<file path="src/rtl/button_param_ctrl_pkg.sv">
// button_param_ctrl_pkg: key FSM state encoding and event-bit indices shared by the button controller
package button_param_ctrl_pkg;
  typedef enum logic [1:0] {IDLE, HOLD, REPEAT} key_state_e;
  localparam int EV_UP = 0;
  localparam int EV_DOWN = 1;
  localparam int EV_SEL = 2;
endpackage

</file>
<file path="src/rtl/button_param_ctrl_key_event_gen.sv">
// key_event_gen: turns one debounced key level (i_key) into registered press/auto-repeat event pulses (o_event)
module key_event_gen
  import button_param_ctrl_pkg::*;
#(
  parameter int HOLD_TIME = 25_000_000,
  parameter int REPEAT_TIME = 5_000_000,
  parameter bit REPEAT_EN = 1'b1
) (
  input  logic i_clk,
  input  logic i_reset,
  input  logic i_key,
  output logic o_event
);
  key_state_e state, state_n;
  logic [31:0] cnt, cnt_n;
  logic hist, ev_n;
  always_ff @(posedge i_clk or posedge i_reset) begin
    if (i_reset) begin
      state <= IDLE;
      cnt <= '0;
      hist <= 1'b1;
      o_event <= 1'b0;
    end else begin
      state <= state_n;
      cnt <= cnt_n;
      hist <= i_key;
      o_event <= ev_n;
    end
  end
  always_comb begin
    state_n = state;
    cnt_n = cnt;
    ev_n = 1'b0;
    unique case (state)
      IDLE: if (i_key && !hist) begin
        ev_n = 1'b1;
        state_n = HOLD;
        cnt_n = '0;
      end
      HOLD: if (!i_key) begin
        state_n = IDLE;
        cnt_n = '0;
      end else if (REPEAT_EN && cnt == 32'(HOLD_TIME - 1)) begin
        ev_n = 1'b1;
        state_n = REPEAT;
        cnt_n = '0;
      end else if (REPEAT_EN) begin
        cnt_n = cnt + 32'd1;
      end
      REPEAT: if (!i_key) begin
        state_n = IDLE;
        cnt_n = '0;
      end else if (cnt == 32'(REPEAT_TIME - 1)) begin
        ev_n = 1'b1;
        cnt_n = '0;
      end else begin
        cnt_n = cnt + 32'd1;
      end
      default: begin
        state_n = IDLE;
        cnt_n = '0;
      end
    endcase
  end
endmodule

</file>
<file path="src/rtl/button_param_ctrl.sv">
// button_param_ctrl: up/down/select keys edit N_PARAM saturating registers (o_param, o_sel, o_update pulse, o_sat flag)
module button_param_ctrl
  import button_param_ctrl_pkg::*;
#(
  parameter int HOLD_TIME = 25_000_000,
  parameter int REPEAT_TIME = 5_000_000,
  parameter int N_PARAM = 4,
  parameter int SEL_W = 2,
  parameter int WIDTH = 16,
  parameter int STEP = 1,
  parameter int PMIN = 0,
  parameter int PMAX = 65535,
  parameter int RESET_VAL = 0
) (
  input  logic i_clk,
  input  logic i_reset,
  input  logic i_key_up,
  input  logic i_key_down,
  input  logic i_key_sel,
  input  logic i_lock,
  output logic [N_PARAM*WIDTH-1:0] o_param,
  output logic [SEL_W-1:0] o_sel,
  output logic o_update,
  output logic o_sat
);
  localparam logic [WIDTH:0] STEP_X = (WIDTH + 1)'(STEP);
  localparam logic [WIDTH:0] PMIN_X = (WIDTH + 1)'(PMIN);
  localparam logic [WIDTH:0] PMAX_X = (WIDTH + 1)'(PMAX);
  localparam logic [WIDTH-1:0] RST_V = WIDTH'(RESET_VAL);
  localparam logic [SEL_W-1:0] SEL_LAST = SEL_W'(N_PARAM - 1);
  logic [2:0] ev;
  logic [WIDTH-1:0] params [N_PARAM];
  logic [WIDTH:0] cur, sum, dif, new_v;
  logic up_c, dn_c, clamp;
  key_event_gen #(.HOLD_TIME(HOLD_TIME), .REPEAT_TIME(REPEAT_TIME), .REPEAT_EN(1'b1)) u_up (
    .i_clk(i_clk), .i_reset(i_reset), .i_key(i_key_up), .o_event(ev[EV_UP]));
  key_event_gen #(.HOLD_TIME(HOLD_TIME), .REPEAT_TIME(REPEAT_TIME), .REPEAT_EN(1'b1)) u_down (
    .i_clk(i_clk), .i_reset(i_reset), .i_key(i_key_down), .o_event(ev[EV_DOWN]));
  key_event_gen #(.HOLD_TIME(HOLD_TIME), .REPEAT_TIME(REPEAT_TIME), .REPEAT_EN(1'b0)) u_sel (
    .i_clk(i_clk), .i_reset(i_reset), .i_key(i_key_sel), .o_event(ev[EV_SEL]));
  assign cur = {1'b0, params[o_sel]};
  assign sum = cur + STEP_X;
  assign dif = cur - STEP_X;
  assign up_c = sum > PMAX_X;
  assign dn_c = cur < STEP_X || dif < PMIN_X;
  assign new_v = ev[EV_UP] ? (up_c ? PMAX_X : sum) : (dn_c ? PMIN_X : dif);
  assign clamp = ev[EV_UP] ? up_c : dn_c;
  for (genvar g = 0; g < N_PARAM; g++) begin : g_out
    assign o_param[g*WIDTH +: WIDTH] = params[g];
  end
  always_ff @(posedge i_clk or posedge i_reset) begin
    if (i_reset) begin
      for (int k = 0; k < N_PARAM; k++) params[k] <= RST_V;
      o_sel <= '0;
      o_update <= 1'b0;
      o_sat <= 1'b0;
    end else begin
      o_update <= 1'b0;
      if (!i_lock && ev[EV_SEL]) begin
        o_sel <= (o_sel == SEL_LAST) ? '0 : o_sel + 1'b1;
        o_sat <= 1'b0;
      end else if (!i_lock && (ev[EV_UP] ^ ev[EV_DOWN])) begin
        params[o_sel] <= new_v[WIDTH-1:0];
        o_sat <= clamp;
        o_update <= new_v != cur;
      end
    end
  end
endmodule

</file>
<file path="config.mk">
export PLATFORM = sky130hd
export DESIGN_NAME = button_param_ctrl
export DESIGN_NICKNAME = d
export VERILOG_FILES = /design/src/rtl/button_param_ctrl_pkg.sv /design/src/rtl/button_param_ctrl_key_event_gen.sv /design/src/rtl/button_param_ctrl.sv
export SDC_FILE = /design/constraint.sdc
export NUM_CORES = 1
export LEC_CHECK = 0
export ABC_AREA = 1
export ABC_CLOCK_PERIOD_IN_PS = 6800
export CAP_MARGIN = 20
export CORE_ASPECT_RATIO = 0.5
export CORE_MARGIN = 4
export CORE_UTILIZATION = 59
export CTS_CLUSTER_SIZE = 14
export DETAILED_ROUTE_END_ITERATION = 12
export GPL_TIMING_DRIVEN = 1
export PLACE_DENSITY_LB_ADDON = 0.1
export SETUP_SLACK_MARGIN = 0.02
export SYNTH_ARGS = -nofsm -noshare
export SYNTH_HDL_FRONTEND = slang
export SYNTH_SLANG_ARGS = --single-unit
export TNS_END_PERCENT = 10
</file>
<file path="constraint.sdc">
create_clock -name i_clk -period 6.8 [get_ports i_clk]
set_input_delay 2.04 -clock i_clk [delete_from_list [all_inputs] [get_ports i_clk]]
set_output_delay 2.04 -clock i_clk [all_outputs]
set_load 0.02 [all_outputs]
</file>
# == Yosys cells after proc, flatten, opt, wreduce, memory -nomap -nowiden ==
# Cells that the tools add are included.
# word_totals
output_inout_bits,68
elab_cells,137
inputBits,6
ff_bits,176
# op_classes
n_mux,61
bitwise,3
order_cmp,5
n_reduce_logical,21
n_eq_ne,22
n_addsub,6
# op_table
operator,n
32-bit 2-to-1 mux,14
32-bit one-hot mux with 3 select lines,3
32-bit by 1-bit adder with 32-bit output (second input constant),3
32-bit by 23-bit equality test with 1-bit output (second input constant),3
64-bit bitwise mux,1
32-bit by 25-bit equality test with 1-bit output (second input constant),2
17-bit 2-to-1 mux,3
16-bit 2-to-1 mux,3
16-bit binary-select mux with 2-bit select,1
16-bit demux with 2-bit select,1
2-bit 2-to-1 mux,11
1-bit 2-to-1 mux,18
16-bit by 1-bit adder with 17-bit output (second input constant),1
17-bit by 16-bit > comparator with 1-bit output (second input constant),1
17-bit by 1-bit < comparator with 1-bit output (second input constant),1
17-bit by 16-bit != test with 1-bit output,1
16-bit by 1-bit subtractor with 17-bit output (second input constant),1
16-bit by 1-bit < comparator with 1-bit output (second input constant),1
2-bit one-hot mux with 3 select lines,2
2-bit equality test (second input constant),4
2-bit != test (second input constant),4
2-bit by 1-bit equality test with 1-bit output (second input constant),3
1-bit logical AND,6
2-bit logical NOT,3
other kinds (17),27

# == Depth between registers and ports, before layout ==
# depth
depth_word,12
ltp_mapped,25
ltp_nobuf,24

# == Modules after synthesis ==
# A second synthesis with hierarchy kept.
# hier_totals
cells_unflattened,1365
hier_area_um2,9449.1
# by_module_without_submodules
module,area_per_inst_um2,seq_area_each_um2,cells_per_inst,n_inst
button_param_ctrl,4481.8,1701.6,649,1
key_event_gen at u_up,2474.9,902.1,361,1
key_event_gen at u_down,2392.3,902.1,346,1
key_event_gen at u_sel,100.1,76.3,9,1

# == Worst setup path before layout ==
# OpenSTA, ideal clock, no wires.
# synth_path
path_type,in2reg
from,input port i_key_up
to,register u_up.cnt[31]
path_slack_ps,2977
path_stages,15
t_arrival_ps,3737
t_required_ps,6714
setup_ps,86
n_path_buf,1
path_cell_list,buf_4 -> a21oi_2 -> inv_2 -> nand2_1 -> nor2_2 -> nand2_1 -> nor2_1 -> inv_1 -> nor3_2 -> nand2_1 -> nor2_2 -> nand4_1 -> nor3_1 -> nor2_1 -> nor3_1
# synth_between
elab_chain_cells,2
word_cells_on_any_way,5
cone_classes,eq/ne: 1; mux: 3; reduce/logical: 1
# synth_lines
item,line,text
"start, declared",button_param_ctrl.sv:17,"input logic i_key_up,"
32-bit 2-to-1 mux (tied with other cells),button_param_ctrl_key_event_gen.sv:50,REPEAT: if (!i_key) begin
32-bit one-hot mux with 3 select lines / 2-bit by 1-bit != test with 1-bit output (equally long branches),--,
"end signal, assigned",button_param_ctrl_key_event_gen.sv:25,cnt <= cnt_n;
"end, declared",button_param_ctrl_key_event_gen.sv:15,"logic [31:0] cnt, cnt_n;"
# Parallel ways exist; a longest one is shown, timed or not.
# A chain may end at the register's enable or synchronous reset.

# == Worst setup path in the final report ==
# layout_path
from,input port i_key_down
to,register u_down.cnt[29]
# layout_between
elab_chain_cells,2
word_cells_on_any_way,5
cone_classes,eq/ne: 1; mux: 3; reduce/logical: 1
# layout_lines
item,line,text
"start, declared",button_param_ctrl.sv:18,"input logic i_key_down,"
32-bit 2-to-1 mux (tied with other cells),button_param_ctrl_key_event_gen.sv:50,
32-bit one-hot mux with 3 select lines / 2-bit by 1-bit != test with 1-bit output (equally long branches),--,
"end signal, assigned",button_param_ctrl_key_event_gen.sv:25,
"end, declared",button_param_ctrl_key_event_gen.sv:15,
# Parallel ways exist; a longest one is shown, timed or not.

==> impl_metrics.py <==
metrics = {
    "place": {
        "port_buffers": 73,
        "pre_cts_slack_ns": 1.58,
        "place_congestion": 0.956,
        "placed_area_mm2": 0.00935,
        "dp_cells": 1421,
        "place_hpwl_um": 15500,
    },
    "timing": {
        "max-slew-margin-rel_pct": 39.4,
        "setup_violations": 0,
        "timing.final.ws_setup_ns": 1.98,
        "slew_violations": 0,
        "fin_setup_tns_ns": 0,
        "rsz0062_at_grt": "no",
        "hold_ws_ns": 0.453,
        "finalCriticalPeriod_ns": 4.82,
        "fmax_mhz": 208,
        "hold_viol_final": 0,
        "tightest_slew_ns": 0.910,
        "fin_skew_ns": 0.0145,
        "fin_crit_sh_pct": 70.8,
    },
    "yosys": {
        "synth_cell_type_count": 45,
        "yosysWarnings": 0,
        "ys_seq_area_share_pct": 42.0,
        "synthCells": 1181,
        "synth_seq_cells": 143,
        "async_flop_share_pct": 100,
        "syn_area_mm2": 0.00854,
        "synth_area_per_cell_um2": 7.23,
        "synth_nets": 1204,
        "synth_top_cell_by_area": "dfrtp_1",
        "ys.flop_type": "dfrtp_1",
        "synth_edf_count": 0,
        "netlist.area_leader.share_pct": 41.0,
        "synth_area_leaders": "dfrtp_1 41%, nand2_1 19%, nor2_1 5.4%, inv_1 4.4%, nand3_1 4.0%",
    },
    "finish": {
        "stdcell_count": 1453,
        "nNetsFinal": 1271,
        "finish.instance_area_mm2": 0.00993,
        "final_util_pct": 71.7,
        "final_common_cell": "nand2_1",
        "drive_gt1_share_pct": 8.88,
        "fillers": 1116,
        "n_antenna_cell": 0,
        "syn_to_final_growth_pct": 16.4,
        "layout_common_cells": "434 x nand2_1, 140 x dfrtp_1, 123 x nor2_1",
    },
    "setup_path": {
        "critPathLaunchType": "primary input",
        "critPathRequiredTime_ns": 7.12,
        "arrival_ns": 5.14,
        "end_kind": "flip-flop",
        "critPathLaunch": "i_key_down",
        "crit_top_cell": "clkinv_1",
        "worst-setup-path-type": "primary input to flip-flop",
        "r2r_start": "o_sel[0]",
        "cp_num_buf_inv": 3,
        "cp_max_fo": 26,
        "cp_top_family": "buffers and inverters",
        "cp_cell_sequence": "clkdlybuf4s50_1, a21oi_1, clkinv_1, nand2_1, clkinv_1, nor4_1",
        "cp_slowest_cell": "a21oi_1",
        "slowest_delay_ns": 0.73,
    },
    "floorplan": {
        "die_w_um": 178,
        "die_area_mm2": 0.0166,
        "rows": 30,
        "core-area_mm2": 0.0139,
        "die_h_um": 93.1,
        "initial_core_util_pct": 61.6,
        "ios": 74,
    },
    "pwr": {
        "seqPwrFrac_pct": 27.0,
        "comb_power_share_pct": 52.5,
        "switchingPower_mw": 2.21,
        "total_power_mw": 4.57,
        "p_leak_nw": 4.66,
        "powerDensity_mw_per_mm2": 460,
        "vdd_drop_max_v": 0.000250,
        "swShare_pct": 48.3,
        "clock_power_share_pct": 20.5,
        "p_int_mw": 2.36,
    },
    "clock_tree": {
        "cts_hold_buf": 0,
        "htree_levels": 4,
        "post_cts_resized": 0,
        "cts_tree": "yes",
        "clk_latency_ns": 0.43,
        "numCtsBuffers": 17,
        "clockRootBuffer": "clkbuf_16",
        "clk_pin_slew_worst_paths_ns": 0.07,
        "cts_setup_buffers": 0,
        "cts.sink_count": 143,
        "cts_max_path_buffers": 2,
    },
    "global_route": {
        "use_met3_pct": 5.90,
        "grt_most_used_layer": "met2",
        "antenna_found_initial": 0,
        "grt_pass1_wl_um": 37800,
        "overflow": 0,
        "grt_max_degree": 104,
        "grt.met1_usage_pct": 37.4,
        "track_usage_pct": 28.5,
        "grt_pass1_vias": 7774,
        "grtUsageMet2_pct": 47.8,
    },
    "route": {
        "postRouteAntennaNets": 0,
        "first_pass_iters": 8,
        "routed_wl_um": 22800,
        "drtIter0Drc": 722,
        "via_count": 8058,
        "wire_per_inst_um": 15.7,
        "remaining_drc_errors": 0,
        "viasPerCell": 5.55,
    },
    "min_path": {
        "min_from": "u_sel.state[0]",
        "hp-class": "flip-flop to flip-flop",
    },
    "run_status": {
        "outcome": "finished clean",
    },
    "run": {
        "maxCapViolCount": 0,
    },
}
[power groups by stage]
stage          Clock, mW  Combinational, mW  Sequential, mW
2_1_floorplan          0               1.48            1.39
4_1_cts            0.944               2.38            1.23
5_1_grt            0.984               2.64            1.26
6_report           0.937               2.40            1.23
3_5_place_dp           0               2.36            1.24
3_3_place_gp           0               2.31            1.24
[layer usage]
| layer | share of wire [%] | vias up |
|---|---|---|
| met3 | 7.3 | 40 |
| met2 | 48 | 299 |
| li1 | - | 3904 |
| met4 | 1.8 | 0 |
| met5 | 0 | - |
| met1 | 43 | 3815 |
[flip-flops by register name (all words and copies together) (netlist names)]
| name | flops |
|---|---|
| o_param | 64 |
| u_down.cnt | 32 |
| u_up.cnt | 32 |
| o_sel | 2 |
| u_down.state | 2 |
| u_up.state | 2 |
| o_sat | 1 |
| o_update | 1 |
| u_down.hist | 1 |
| u_down.o_event | 1 |
| u_sel.hist | 1 |
| u_sel.o_event | 1 |
| u_sel.state | 1 |
| u_up.hist | 1 |
| u_up.o_event | 1 |
[area by class of cell]
type | count | area, µm² | area share (%)
clock buffers | 17 | 425 | 4.28
clock inverters | 15 | 156 | 1.57
repair buffers | 77 | 761 | 7.66
well taps | 192 | 240 | 2.42
flip-flops and latches | 143 | 3580 | 36.1
inverters | 112 | 428 | 4.31
multi-input cells | 897 | 4340 | 43.7
[synth_stat cells (2+ instances only)]
cell	count
nand2_1	434
dfrtp_1	140
nor2_1	123
inv_1	99
nand3_1	68
nor3_1	35
a21oi_1	32
xor2_1	30
o21ai_0	24
nand2_2	20
nand4_1	20
o21ai_2	19
ha_1	17
nor4_1	11
inv_2	10
clkbuf_1	9
nor2_2	9
buf_4	8
xnor2_1	8
o21ai_1	7
buf_2	6
buf_6	6
a31oi_1	5
nor3_2	5
nor3b_1	5
a211oi_1	3
and3_1	3
dfstp_2	3
o211ai_1	3
clkinv_1	2
nor2_4	2
or2_2	2
[path summary, 6_finish.rpt]
path	to	slack [ns]	cells past startpoint
setup / recovery	u_down.cnt[29]	1.98	6
hold / removal	u_sel.o_event	0.45	1
setup reg to reg	o_param[22]	3.16	22
hold reg to reg	u_sel.o_event	0.45	1
max in group asynchronous	u_down.cnt[26]	3.51	3
min in group asynchronous	u_up.cnt[5]	2.20	2
[cells by family (layout without fill, tap and decap cells)]
| group | count (synthesis) | after routing | share of synthesized area, % |
|---|---|---|---|
| xor+xnor | 39 | 39 | 4.09 |
| flops | 143 | 143 | 42.0 |
| compound gates | 103 | 103 | 7.56 |
| buf+inv | 141 | 221 | 7.20 |
| simple gates | 738 | 738 | 36.7 |
| fa+ha+maj | 17 | 17 | 2.49 |
(Power assumes the default switching activity.)
